`src/rtl/reorder_buffer_pkg.sv`:
```
// Shared reorder-buffer types used by rename, the execution units and the ROB.
//   ROB_DEPTH  default number of ROB entries (power of two, >= 2)
//   PREG_W     physical register index width
//   AREG_W     architectural register index width
//   rob_tag_t  ROB entry index
//   rob_entry_t  per-entry state: valid, done, rd, prd_new, prd_old
package reorder_buffer_pkg;

  localparam int unsigned ROB_DEPTH = 16;
  localparam int unsigned PREG_W    = 6;
  localparam int unsigned AREG_W    = 5;
  localparam int unsigned ROB_TAG_W = $clog2(ROB_DEPTH);

  typedef logic [ROB_TAG_W-1:0] rob_tag_t;

  typedef struct packed {
    logic              valid;
    logic              done;
    logic [AREG_W-1:0] rd;
    logic [PREG_W-1:0] prd_new;
    logic [PREG_W-1:0] prd_old;
  } rob_entry_t;

endpackage

```
`src/rtl/reorder_buffer.sv`:
```
// In-order retirement queue behind rename.
// Ports:
//   clk, rst                      rising-edge clock, synchronous active-high reset
//   alloc_valid/rd/prd_new/prd_old  one renamed instruction per cycle
//   alloc_tag                     entry index given to the allocating instruction (tail)
//   stall_out                     buffer full, back-pressures rename
//   complete_valid/complete_tag   execution completion for an entry
//   flush                         discard all entries
//   retire_valid/rd/prd           oldest completed entry retiring this cycle
//   commit_free/prd_free          superseded physical register returned to free list
module reorder_buffer
  import reorder_buffer_pkg::*;
#(
  parameter int unsigned DEPTH = ROB_DEPTH
) (
  input  logic                       clk,
  input  logic                       rst,
  input  logic                       alloc_valid,
  input  logic [AREG_W-1:0]          alloc_rd,
  input  logic [PREG_W-1:0]          alloc_prd_new,
  input  logic [PREG_W-1:0]          alloc_prd_old,
  output logic [$clog2(DEPTH)-1:0]   alloc_tag,
  output logic                       stall_out,
  input  logic                       complete_valid,
  input  logic [$clog2(DEPTH)-1:0]   complete_tag,
  input  logic                       flush,
  output logic                       commit_free,
  output logic [PREG_W-1:0]          prd_free,
  output logic                       retire_valid,
  output logic [AREG_W-1:0]          retire_rd,
  output logic [PREG_W-1:0]          retire_prd
);

  localparam int unsigned TAG_W = $clog2(DEPTH);
  localparam int unsigned CNT_W = TAG_W + 1;
  localparam logic [CNT_W-1:0] FULL_CNT = CNT_W'(DEPTH);

  rob_entry_t       r_mem [DEPTH];
  logic [TAG_W-1:0] r_head;
  logic [TAG_W-1:0] r_tail;
  logic [CNT_W-1:0] r_count;

  rob_entry_t w_head_entry;
  logic       w_full;
  logic       w_alloc;
  logic       w_retire;

  always_comb begin
    w_head_entry = r_mem[r_head];
    w_full       = (r_count == FULL_CNT);
    // Full is judged on registered count only: a same-cycle retire does not
    // open a slot for a same-cycle alloc.
    w_alloc      = alloc_valid && !w_full;
    w_retire     = w_head_entry.valid && w_head_entry.done && !flush;
  end

  assign alloc_tag    = r_tail;
  assign stall_out    = w_full;
  assign retire_valid = w_retire;
  assign retire_rd    = w_head_entry.rd;
  assign retire_prd   = w_head_entry.prd_new;
  assign prd_free     = w_head_entry.prd_old;
  assign commit_free  = w_retire && (w_head_entry.rd != '0);

  always_ff @(posedge clk) begin
    if (rst || flush) begin
      r_mem   <= '{default: '0};
      r_head  <= '0;
      r_tail  <= '0;
      r_count <= '0;
    end else begin
      if (w_retire) begin
        r_mem[r_head].valid <= 1'b0;
        r_head              <= r_head + TAG_W'(1);
      end
      // Alloc never targets the head slot while that slot is valid (it would
      // require a full buffer), so it cannot collide with the retire write.
      if (w_alloc) begin
        r_mem[r_tail] <= '{valid: 1'b1, done: 1'b0, rd: alloc_rd,
                           prd_new: alloc_prd_new, prd_old: alloc_prd_old};
        r_tail        <= r_tail + TAG_W'(1);
      end
      if (complete_valid && r_mem[complete_tag].valid) begin
        r_mem[complete_tag].done <= 1'b1;
      end
      case ({w_alloc, w_retire})
        2'b10:   r_count <= r_count + CNT_W'(1);
        2'b01:   r_count <= r_count - CNT_W'(1);
        default: r_count <= r_count;
      endcase
    end
  end

endmodule
```
`config.mk`:
```
export PLATFORM = sky130hd
export DESIGN_NAME = reorder_buffer
export DESIGN_NICKNAME = d
export VERILOG_FILES = /design/src/rtl/reorder_buffer_pkg.sv /design/src/rtl/reorder_buffer.sv
export SDC_FILE = /design/constraint.sdc
export NUM_CORES = 1
export LEC_CHECK = 0
export CAP_MARGIN = 10
export CORE_MARGIN = 2
export CORE_UTILIZATION = 50
export CTS_BUF_LIST = sky130_fd_sc_hd__clkbuf_8
export CTS_CLUSTER_SIZE = 8
export DETAILED_ROUTE_END_ITERATION = 8
export DONT_BUFFER_PORTS = 1
export PLACE_DENSITY = 0.73
export SETUP_SLACK_MARGIN = 0.5
export SYNTH_ARGS = -nofsm -noshare
export SYNTH_HDL_FRONTEND = slang
export SYNTH_SLANG_ARGS = --single-unit
```
`constraint.sdc`:
```
create_clock -name clk -period 4.7 [get_ports clk]
set_clock_uncertainty 0.2 [all_clocks]
set_input_delay 0.94 -clock clk [delete_from_list [all_inputs] [get_ports clk]]
set_output_delay 0.94 -clock clk [all_outputs]
set_load 0.01 [all_outputs]
```
* After elaboration in Yosys (flattened, before gate mapping) *
Index checks and enable logic that the tools add are counted.

word-level totals
  output and inout bits = 24
  register bits = 317

cells by class
  $add $sub $neg = 4
  muxes and demuxes = 21
  reductions and logical operators = 13
  equality and inequality tests = 3
  bitwise operators = 3
  order comparisons = 6

operator list
  kind                 number
  $mux 304             5
  $bwmux 304           3
  $demux 19 s4         3
  $bmux 19 s4          2
  $mux 19              6
  $mux 18              1
  $ge 5x5->1 const B   3
  $lt 5x1->1 const B   3
  $not 4->5            3
  $pmux 5 s2           1
  $add 4x1->4 const B  2
  $logic_and 1x1->1    8
  $add 5x1->5 const B  1
  $eq 5x5->1 const B   1
  $reduce_bool 5->1    1
  $sub 5x1->5 const B  1
  $eq 2x1->1 const B   1
  $eq 2x2->1 const B   1
  $logic_not 1->1      2
  $reduce_bool 2->1    1
  $logic_or 1x1->1     1

* Logic depth before layout (Yosys ltp) *
Gate-level depths: netlist (run 1).

  depth in word-level cells = 13
  gate-level depth with buffers = 17

* Worst setup path before layout (run 1) *
Ideal clock, no wire load.

  path kind = input to register
  start point = in flush
  end point = reg r_count[4]
  path buffers = 1
  stages on the path = 14
  library setup time = 0.070 ns
  path slack = 0.791 ns
  data arrival time = 3.638 ns
  cells stage by stage = a311o_1 a311oi_2 o22ai_4 inv_1 ha_1 clkbuf_1 xor2_1 ha_1 o21a_1 o22a_1 a21oi_1 xor2_1 or3_1 a21oi_1

between the ends
  cells in the longest elaborated chain, start to end = 4
  elaborated cells on any way between the ends = 7

ends and longest elaborated chain
  item                                                    RTL line              text
  start, declared                                         reorder_buffer.sv:26  input logic flush,
  $logic_not 1->1 *                                       reorder_buffer.sv:54  w_retire = w_head_entry.valid && w_head_entry.done && !flush;
  $logic_and 1x1->1 *                                     reorder_buffer.sv:54
  via retire_valid                                        reorder_buffer.sv:29  output logic retire_valid,
  $eq 2x1->1 / $eq 2x2->1 (equally long branches)         reorder_buffer.sv:86  case ({w_alloc, w_retire})
  $pmux 5 s2 / $reduce_bool 2->1 (equally long branches)  --
  end signal, assigned                                    reorder_buffer.sv:87  2'b10: r_count <= r_count + CNT_W'(1);
  end signal, assigned                                    reorder_buffer.sv:88  2'b01: r_count <= r_count - CNT_W'(1);
  end signal, assigned                                    reorder_buffer.sv:89  default: r_count <= r_count;
  end, declared                                           reorder_buffer.sv:41  logic [CNT_W-1:0] r_count;

Mark *: on every way through the listed nets, which the timed path passes. The rest lies on a longest branch.
A chain may end at the register's enable or synchronous reset.

* Final worst setup path (run 1) *
  start point = reg r_head[1]
  end point = out commit_free

between the ends
  elaborated cells on any way between the ends = 8

RTL lines
  item                                        RTL line              text
  start, declared                             reorder_buffer.sv:39  logic [TAG_W-1:0] r_head;
  start signal, assigned                      reorder_buffer.sv:74  r_head <= r_head + TAG_W'(1);
  $not 4->5 (implied by the code)             reorder_buffer.sv:49  w_head_entry = r_mem[r_head];
  $bmux 19 s4                                 reorder_buffer.sv:49
  $mux 19 (implied by the code) (2 in a row)  reorder_buffer.sv:49
  via retire_rd[3]                            reorder_buffer.sv:30  output logic [AREG_W-1:0] retire_rd,
  $reduce_bool 5->1                           reorder_buffer.sv:63  assign commit_free = w_retire && (w_head_entry.rd != '0);
  $logic_and 1x1->1                           reorder_buffer.sv:63
  end, declared                               reorder_buffer.sv:27  output logic commit_free,

The timed path passes the listed nets, and every way through them passes these cells. The select of a mux whose other input is x is not followed.

==> results of run 1 <==
==> layout make-up <==
| class | instances | area share |
|---|---|---|
| Clock inverter | 26 | 0.00736 |
| Inverter | 9 | 0.00223 |
| Clock buffer | 58 | 0.0527 |
| Sequential cell | 317 | 0.420 |
| Timing Repair Buffer | 49 | 0.0297 |
| Multi-Input combinational cell | 1122 | 0.457 |
| Tap cell | 372 | 0.0308 |
==> logic make-up (layout without fill, tap and decap cells) <==
kind of cell    count (synthesis)  after routing  share of synthesized area
xor+xnor                        9              9                    0.00569
buf+inv                       151            142                     0.0431
simple gates                  644            644                      0.186
flops                         317            317                      0.458
fa+ha+maj                      12             12                     0.0108
compound gates                359            359                      0.147
mux                            98             98                      0.149
==> layout by cell type, fill, tap and decap left out, drive strengths merged, types with 2 or more instances in the layout <==
cell type / synthesis / routed
nand2: 558 / 558
dfxtp: 317 / 317
a21oi: 279 / 279
mux4: 86 / 86
clkbuf: 112 / 59
buf: 30 / 48
nor2: 35 / 35
inv: 9 / 32
o21ai: 20 / 20
a41oi: 16 / 16
a32o: 16 / 16
nand3: 15 / 15
ha: 12 / 12
a22oi: 9 / 9
nor2b: 7 / 7
mux2i: 7 / 7
xor2: 6 / 6
nor3: 6 / 6
nand2b: 5 / 5
nand4: 5 / 5
mux2: 5 / 5
o22ai: 4 / 4
xnor2: 3 / 3
or3: 3 / 3
clkinv: 0 / 3
and3: 2 / 2
and4b: 2 / 2
a2111oi: 2 / 2
==> metrics by stage <==
step / cells / hold WS, ns / setup slack [ns] / instance area [um2] / util
CTS: 1951 / 0.252 / 0.493 / 15100 / 0.556
global route: 1953 / 0.266 / 0.512 / 15100 / 0.558
finish: 1953 / 0.253 / 0.618 / 15100 / 0.558
detailed placement: 1866 / 0.244 / 0.513 / 14100 / 0.522
floorplan: 1590 / 0.233 / 0.791 / 13900 / -
global placement: 1866 / 0.238 / 0.576 / 14100 / 0.522
==> where the power goes <==
group / switching (mW) / total [mW] / internal, mW / leakage [nW]
combinational: 0.100 / 0.135 / 0.0353 / 1.67
sequential: 0.00585 / 2.70 / 2.69 / 2.56
clock: 1.06 / 2.17 / 1.11 / 0.550
total: 1.16 / 5.01 / 3.84 / 4.78
==> per-layer routing <==
layer / track usage / vias up / wire [um]
met3: 0.0581 / 157 / 3860
met5: 0 / - / 0
li1: - / 5369 / -
met1: 0.353 / 5686 / 15900
met4: 0.140 / 0 / 2020
met2: 0.485 / 631 / 20100
==> tightest hold or removal path, delay by kind of cell (launching register included) <==
kind | cells | cell delay (ns)
compound gates | 1 | 0.05
flops | 1 | 0.30
simple gates | 1 | 0.05
==> path summary, 6_finish.rpt <==
check / end / cells after the start
setup / recovery: commit_free / 6
hold / removal: register / 2
setup reg to reg: r_count[4] / 14
hold reg to reg: register / 2
==> synthesized netlist by cell type, types with 2 or more instances <==
master,count
nand2b_1,5
inv_1,8
mux2_1,3
a2111oi_0,2
xor2_1,6
o21ai_0,19
clkbuf_1,111
a21oi_1,279
buf_2,12
or3_1,3
mux2i_1,7
a22oi_1,9
o22ai_1,3
nand2_1,558
and4b_1,2
a41oi_1,16
mux2_2,2
xnor2_1,3
mux4_2,86
nand3_1,15
nand4_1,5
nor2_1,33
nor2b_1,7
nor3_2,5
ha_1,12
and3_1,2
dfxtp_1,317
buf_1,16
a32o_1,16
nor2_2,2
==> timing repair <==
item | 4_1_cts | 5_1_grt
buffers inserted | 1 | 1
resized for setup | 3 | 4
gates cloned | 0 | 1
setup endpoints to repair | 2 | 2
==> impl_metrics.yaml, run 1 <==
floorplanning:
  io_pins: 50
  start_util: 0.511
  dieArea_mm2: 0.0291
  die-width_um: 170
  die_h_um: 170
  num_rows: 60
  coreArea_mm2: 0.0271
cells_and_area:
  drive_gt1_frac: 0.138
  finalNetCount: 1587
  register_area_mm2: 0.00635
  area_growth_pct: 9.25
  n_antenna_cell: 0
  multi_input_area_mm2: 0.00692
  nFillCells: 2346
detailed_routing:
  wl_mm: 41.9
  first_pass_iters: 6
  avgViaCountPerCell: 6.06
  drtIter0Drc: 1356
  drc: 0
  num_vias: 11800
  drt.antenna.violating_nets: 0
  wire_per_inst_um: 21.5
global_route:
  antenna_found_initial: 0
  grt_pass1_wl_mm: 63.7
  grt.total_usage: 0.288
  grt_overflow_total: 0
  grt_max_degree: 165
  grt_pass1_vias: 11300
cts:
  cts_sinks: 317
  cts.clk_slew.worst_paths_ns: 0.07
  cts_buffers: 50
  cts_tree: "built"
  cts_max_level: 2
  clockRootBuffer: "clkbuf_8"
  clk_latency_ns: 0.58
  clk_path_buf_depth: 3
  ctsHoldBuffers: 0
placed_design:
  gp_congestion: 0.880
  port_buffers: 0
  hpwl_mm: 25.3
worst_setup_path:
  cp.required_ns: 3.56
  r2r_start: "r_head[2]"
  cp_slowest_cell: "mux4_2"
  end_kind: "output port"
  crit_fanout: 37
  crit_chain: "buf_16 -> mux4_2 -> a22oi_1 -> nand2_1 -> nor3_2 -> a21oi_1"
  crit_buf_inv: 1
  path_delay_family: "simple AND/OR/NAND/NOR gates"
  r2r_slack_ns: 0.71
  crit_start: "r_head[1]"
  path_class: "reg2out"
  critPathArrivalTime_ns: 2.94
  start_kind: "register"
  slowest_delay_ns: 0.54
synth:
  synth_flop_cell: "dfxtp_1"
  ys_types: 56
  synth_edf_count: 0
  yosys-top-cells-area: "dfxtp_1 46%, nand2_1 15%, mux4_2 14%, a21oi_1 10%, clkbuf_1 3.0%"
  yosys.area.top_type: "dfxtp_1"
  syn_nets: 1628
  syn_avg_cell_area_um2: 8.71
  ys_ff_latch: 317
  netlist_area_mm2: 0.0139
  synth_top_area_share: 0.458
  yosys_warnings: 0
  ys_seq_area_frac: 0.458
  netlist_instances: 1590
  async_flop_share: 0
timing:
  tns_ns: 0
  slew_headroom: 0.153
  setup_viol: 0
  hold_violations: 0
  max_freq_ghz: 0.245
  rsz0062_at_grt: "false"
  fin_crit_ns: 4.08
  period_share: 0.868
  tightest_slew_ns: 1.27
  drv_slew: 0
outcome:
  status: "finished clean"
power_and_ir_drop:
  powerDensity_mw_per_mm2: 331
  ir_worst_vdd_uv: 217
  leakage_nw: 4.78
  power_mw: 5.01
min_path:
  hold_class: "reg2reg"
job:
  max_cap_viol_count: 0
Note: power is estimated with default switching activity, not from simulation.
==> inputs of run 2 (changes only) <==
- HOLD_SLACK_MARGIN: unset -> 0.1
==> results of run 2 <==
Final layout, timing and power as in run 1 (identical DEF).
==> inputs of run 3 (changes only) <==
- SETUP_SLACK_MARGIN: 0.5 -> unset
==> run 3 against run 2 <==
- flip-flop and latch count unchanged
- count of clock-buffer cells in the layout stayed put
- sequential share of layout area is 0.23 points higher
- critical endpoint unchanged
- global-route usage fell by 0.13 points
- final cell count decreased by 0.15%
- largest power group unchanged
- worst hold slack about the same
- routed wire length fell by 1.7%
- power about the same
- first-iteration DRC count fell by 9.1%
- die area is the same
- combinational power about the same
==> impl_metrics.yaml, run 3 (same netlist as run 1, synthesis figures left out) <==
outcome:
  status: "finished clean"
power_and_ir_drop:
  p_seq_frac: 0.539
  switching_share: 0.233
  p_switching_mw: 1.17
  power_frac_comb: 0.027
  power_mw: 5.01
  cell_internal_pwr_mw: 3.84
  clkPwrFrac: 0.434
  powerDensity_mw_per_mm2: 333
  ir_worst_vdd_uv: 216
  leakage_nw: 4.75
detailed_routing:
  drt.antenna.violating_nets: 0
  first_pass_iters: 8
  drc: 0
  drtIter0Drc: 1233
  wl_mm: 41.2
  wire_per_inst_um: 21.1
  num_vias: 11700
  avgViaCountPerCell: 6.02
global_route:
  grt_use_met2: 0.486
  antenna_found_initial: 0
  grt_use_met3: 0.0563
  grt_pass1_wl_mm: 63.5
  grt_max_degree: 165
  grt.total_usage: 0.286
  use_met1: 0.352
  grt_overflow_total: 0
  grt_pass1_vias: 11200
  grt.busiest_layer: "met2"
floorplanning:
  start_util: 0.511
  dieArea_mm2: 0.0291
  num_rows: 60
  die_h_um: 170
  io_pins: 50
  coreArea_mm2: 0.0271
  die-width_um: 170
cells_and_area:
  n_antenna_cell: 0
  layoutNonFillerInstCount: 1950
  layout_common_cells: "558 x nand2_1, 315 x dfxtp_1, 279 x a21oi_1"
  nFillCells: 2355
  register_area_mm2: 0.00635
  final_area_mm2: 0.0150
  finalNetCount: 1584
  final_common_cell: "nand2_1"
  drive_gt1_frac: 0.135
  area_growth_pct: 8.62
  finish.utilization: 0.555
  multi_input_area_mm2: 0.00692
timing:
  max_freq_ghz: 0.223
  holdWs_ns: 0.253
  drv_slew: 0
  finalWorstSetupSlack_ns: 0.210
  tns_ns: 0
  period_share: 0.955
  rsz0062_at_grt: "false"
  fin_crit_ns: 4.49
  hold_violations: 0
  setup_viol: 0
  slew_headroom: 0.160
  tightest_slew_ns: 1.26
cts:
  cts_buffers: 50
  ctsHoldBuffers: 0
  cts_tree: "built"
  clk_path_buf_depth: 3
  clockRootBuffer: "clkbuf_8"
  cts.clk_slew.worst_paths_ns: 0.07
  clk_latency_ns: 0.58
  cts_sinks: 317
  postCtsSetupBuffers: 0
  cts_max_level: 2
  post_cts_resized: 0
worst_setup_path:
  path_class: "reg2out"
  crit_cells: 6
  start_kind: "register"
  crit_buf_inv: 1
  critPathArrivalTime_ns: 3.35
  cp.required_ns: 3.56
  crit_chain: "buf_4 -> mux4_2 -> a22oi_1 -> nand2_1 -> nor3_1 -> a21oi_1"
  crit_fanout: 29
  reg2regPathDepth: 14
  path_delay_family: "simple AND/OR/NAND/NOR gates"
  slowest_delay_ns: 0.68
  cp_slowest_cell: "dfxtp_4"
  end_kind: "output port"
placed_design:
  dp.cells: 1866
  place_ws_ns: 0.513
  postPlaceCellArea_mm2: 0.0141
  hpwl_mm: 25.3
  port_buffers: 0
  gp_congestion: 0.880
min_path:
  hold_class: "reg2reg"
  min_path_cells: 2
job:
  max_cap_viol_count: 0
==> run 3: path summary, 6_finish.rpt <==
| kind | slack (ns) | start | endpoint |
|---|---|---|---|
| setup / recovery | 0.21 | r_head[0] | commit_free |
| hold / removal | 0.25 | register | register |
| setup reg to reg | 0.48 | r_head[2] | r_count[4] |
| hold reg to reg | 0.25 | register | register |
==> run 3: power by group through the flow <==
stage	Sequential, mW	Combinational [mW]	Clock, mW
detailed placement	2.76	0.131	0
global placement	2.76	0.130	0
finish	2.70	0.134	2.17
floorplan	2.76	0.123	0
CTS	2.70	0.132	2.19
global route	2.70	0.140	2.31
==> run 3: per-layer routing <==
| metal | up-vias | routed length (um) |
|---|---|---|
| met5 | - | 0 |
| met4 | 0 | 1820 |
| met3 | 126 | 3830 |
| met2 | 605 | 19900 |
| met1 | 5633 | 15700 |
| li1 | 5378 | - |
==> run 3: cell type report <==
| cell class | instances | share of cell area |
|---|---|---|
| clock buffers | 58 | 0.0530 |
| well taps | 372 | 0.0309 |
| multi-input cells | 1122 | 0.460 |
| inverters | 9 | 0.00224 |
| repair buffers | 46 | 0.0246 |
| clock inverters | 26 | 0.00740 |
| flip-flops and latches | 317 | 0.422 |
==> run 3: worst register-to-register path: stages, from the launching register on <==
cell and delay, ns:
dfxtp_1 0.75, nor2b_1 0.11, a2111oi_0 0.53, nor3_2 0.23, o22ai_4 0.30, inv_1 0.21, ha_1 0.35, xor2_1 0.18
ha_1 0.23, o21a_1 0.17, o22a_1 0.18, a21oi_1 0.17, xor2_1 0.09, or3_1 0.31, a21oi_1 0.13
==> RTL change, RTL diff (config.mk and constraints of run 1) <==
`PREG_W`: 6 -> 3.
--- a/src/rtl/reorder_buffer_pkg.sv
+++ b/src/rtl/reorder_buffer_pkg.sv
@@ -7,7 +7,7 @@
 package reorder_buffer_pkg;
 
   localparam int unsigned ROB_DEPTH = 16;
-  localparam int unsigned PREG_W    = 6;
+  localparam int unsigned PREG_W    = 3;
   localparam int unsigned AREG_W    = 5;
   localparam int unsigned ROB_TAG_W = $clog2(ROB_DEPTH);
 
Interface: changed (resized alloc_prd_new, alloc_prd_old, prd_free and retire_prd); port bits go from 50 to 38. No check against the original RTL was run, so the function may have changed too.
==> RTL change against run 1 <==
  * Combinational power shrank 29%
  * Total power decreased by 28%
  * Critical path depth decreased by 1
  * Cell area fell by 30%
  * Setup slack better by 0.027 ns
  * Via count down 30%
  * Cell count fell by 29%
  * Register-to-register slack worse by 0.02 ns
  * Sequential cell count is 96 lower
  * Synthesized area decreased by 29%
  * Wire length is 34% lower
  * Critical endpoint unchanged
==> RTL change: results (changes against run 1) <==
Logic synthesis
  – Synth Area in Adders: 0.0152 (was 0.0108)
  – Post-synthesis sequential area ratio: 0.448 (was 0.458)
  – Synth top area cells: dfxtp_1 (45%), nand2_1 (14%), mux4_2 (13%) (was dfxtp_1 (46%), nand2_1 (15%), mux4_2 (14%))
  – Mux share of post-synthesis cell area: 0.144 (was 0.149)
  – Most frequent cells after synthesis: nand2_1 (365), dfxtp_1 (221), a21oi_1 (183), clkbuf_1 (92), mux4_2 (56) (was nand2_1 (558), dfxtp_1 (317), a21oi_1 (279), clkbuf_1 (111), mux4_2 (86))
  – Syn Inst Count: 1139 (was 1590)
  – Synth Area in Compound Gates: 0.151 (was 0.147)
  – Synth Area in XOR/XNOR: 0.00887 (was 0.00569)

Clock tree
  – CTS Buf Count: 38 (was 50)
  – Clk Latency, worst-skew pair: 0.53 ns (was 0.58 ns)

Global route
  – Vias in the first global route: 7692 (was 11300)
  – GR Layer Usage met3: 0.0583 (was 0.0581)
  – Met1 layer usage reported by global route: 0.364 (was 0.353)
  – Largest net degree at the start of global routing: 170 (was 165)

Final layout
  – # fillers: 1725 (was 2346)
  – Fin cells: 1381 (was 1953)
  – Fraction of layout instances using a drive strength above 1: 0.121 (was 0.138)

Place
  – Setup WS pre-CTS: 0.644 ns (was 0.513 ns)
  – Dpl cells: 1318 (was 1866)

Power
  – Comb. pwr: 0.0000954 W (was 0.000135 W)
  – Sw Share: 0.231 (was 0.232)
  – Power Internal: 0.00276 W (was 0.00384 W)
  – Peak supply drop: 156 uV (was 217 uV)
  – Leakage power: 3.39 nW (was 4.78 nW)

Route
  – Routed wl met2: 12700 um (was 20100 um)
  – Drt total wl: 27700 um (was 41900 um)
  – M1 WL: 11400 um (was 15900 um)
  – Iteration-0 DRC count of the detailed router: 1105 (was 1356)

Critical path
  – Crit path arrival time: 2.91 ns (was 2.94 ns)
  – Critical path's largest stage delay: 0.57 ns (was 0.54 ns)

Run status
  – Status: finished clean (unchanged)
RTL change: cell types whose count changed after synthesis, sizes merged, moves of 3 or more:
cell,change
clkbuf,-20
nand3,+8
mux4,-29
dfxtp,-96
a21oi,-96
nor2b,-3
buf,-18
nand2,-193
a22oi,-4
RTL change: cell type report:
type | instances | area [um^2] | area share
inverters | 8 | 30.0 | 0.00282
clock inverters | 21 | 115 | 0.0108
clock buffers | 41 | 564 | 0.0529
flip-flops and latches | 221 | 4430 | 0.416
well taps | 265 | 332 | 0.0311
multi-input cells | 806 | 5020 | 0.471
repair buffers | 19 | 170 | 0.0160
RTL change: how the worst min path moves through the flow:
stage          slack, ns  startpoint       end
2_1_floorplan       0.23    register  register
3_3_place_gp        0.24    register  register
3_5_place_dp        0.25    register  register
4_1_cts             0.25    register  register
5_1_grt             0.27    register  register
6_report            0.25    register  register
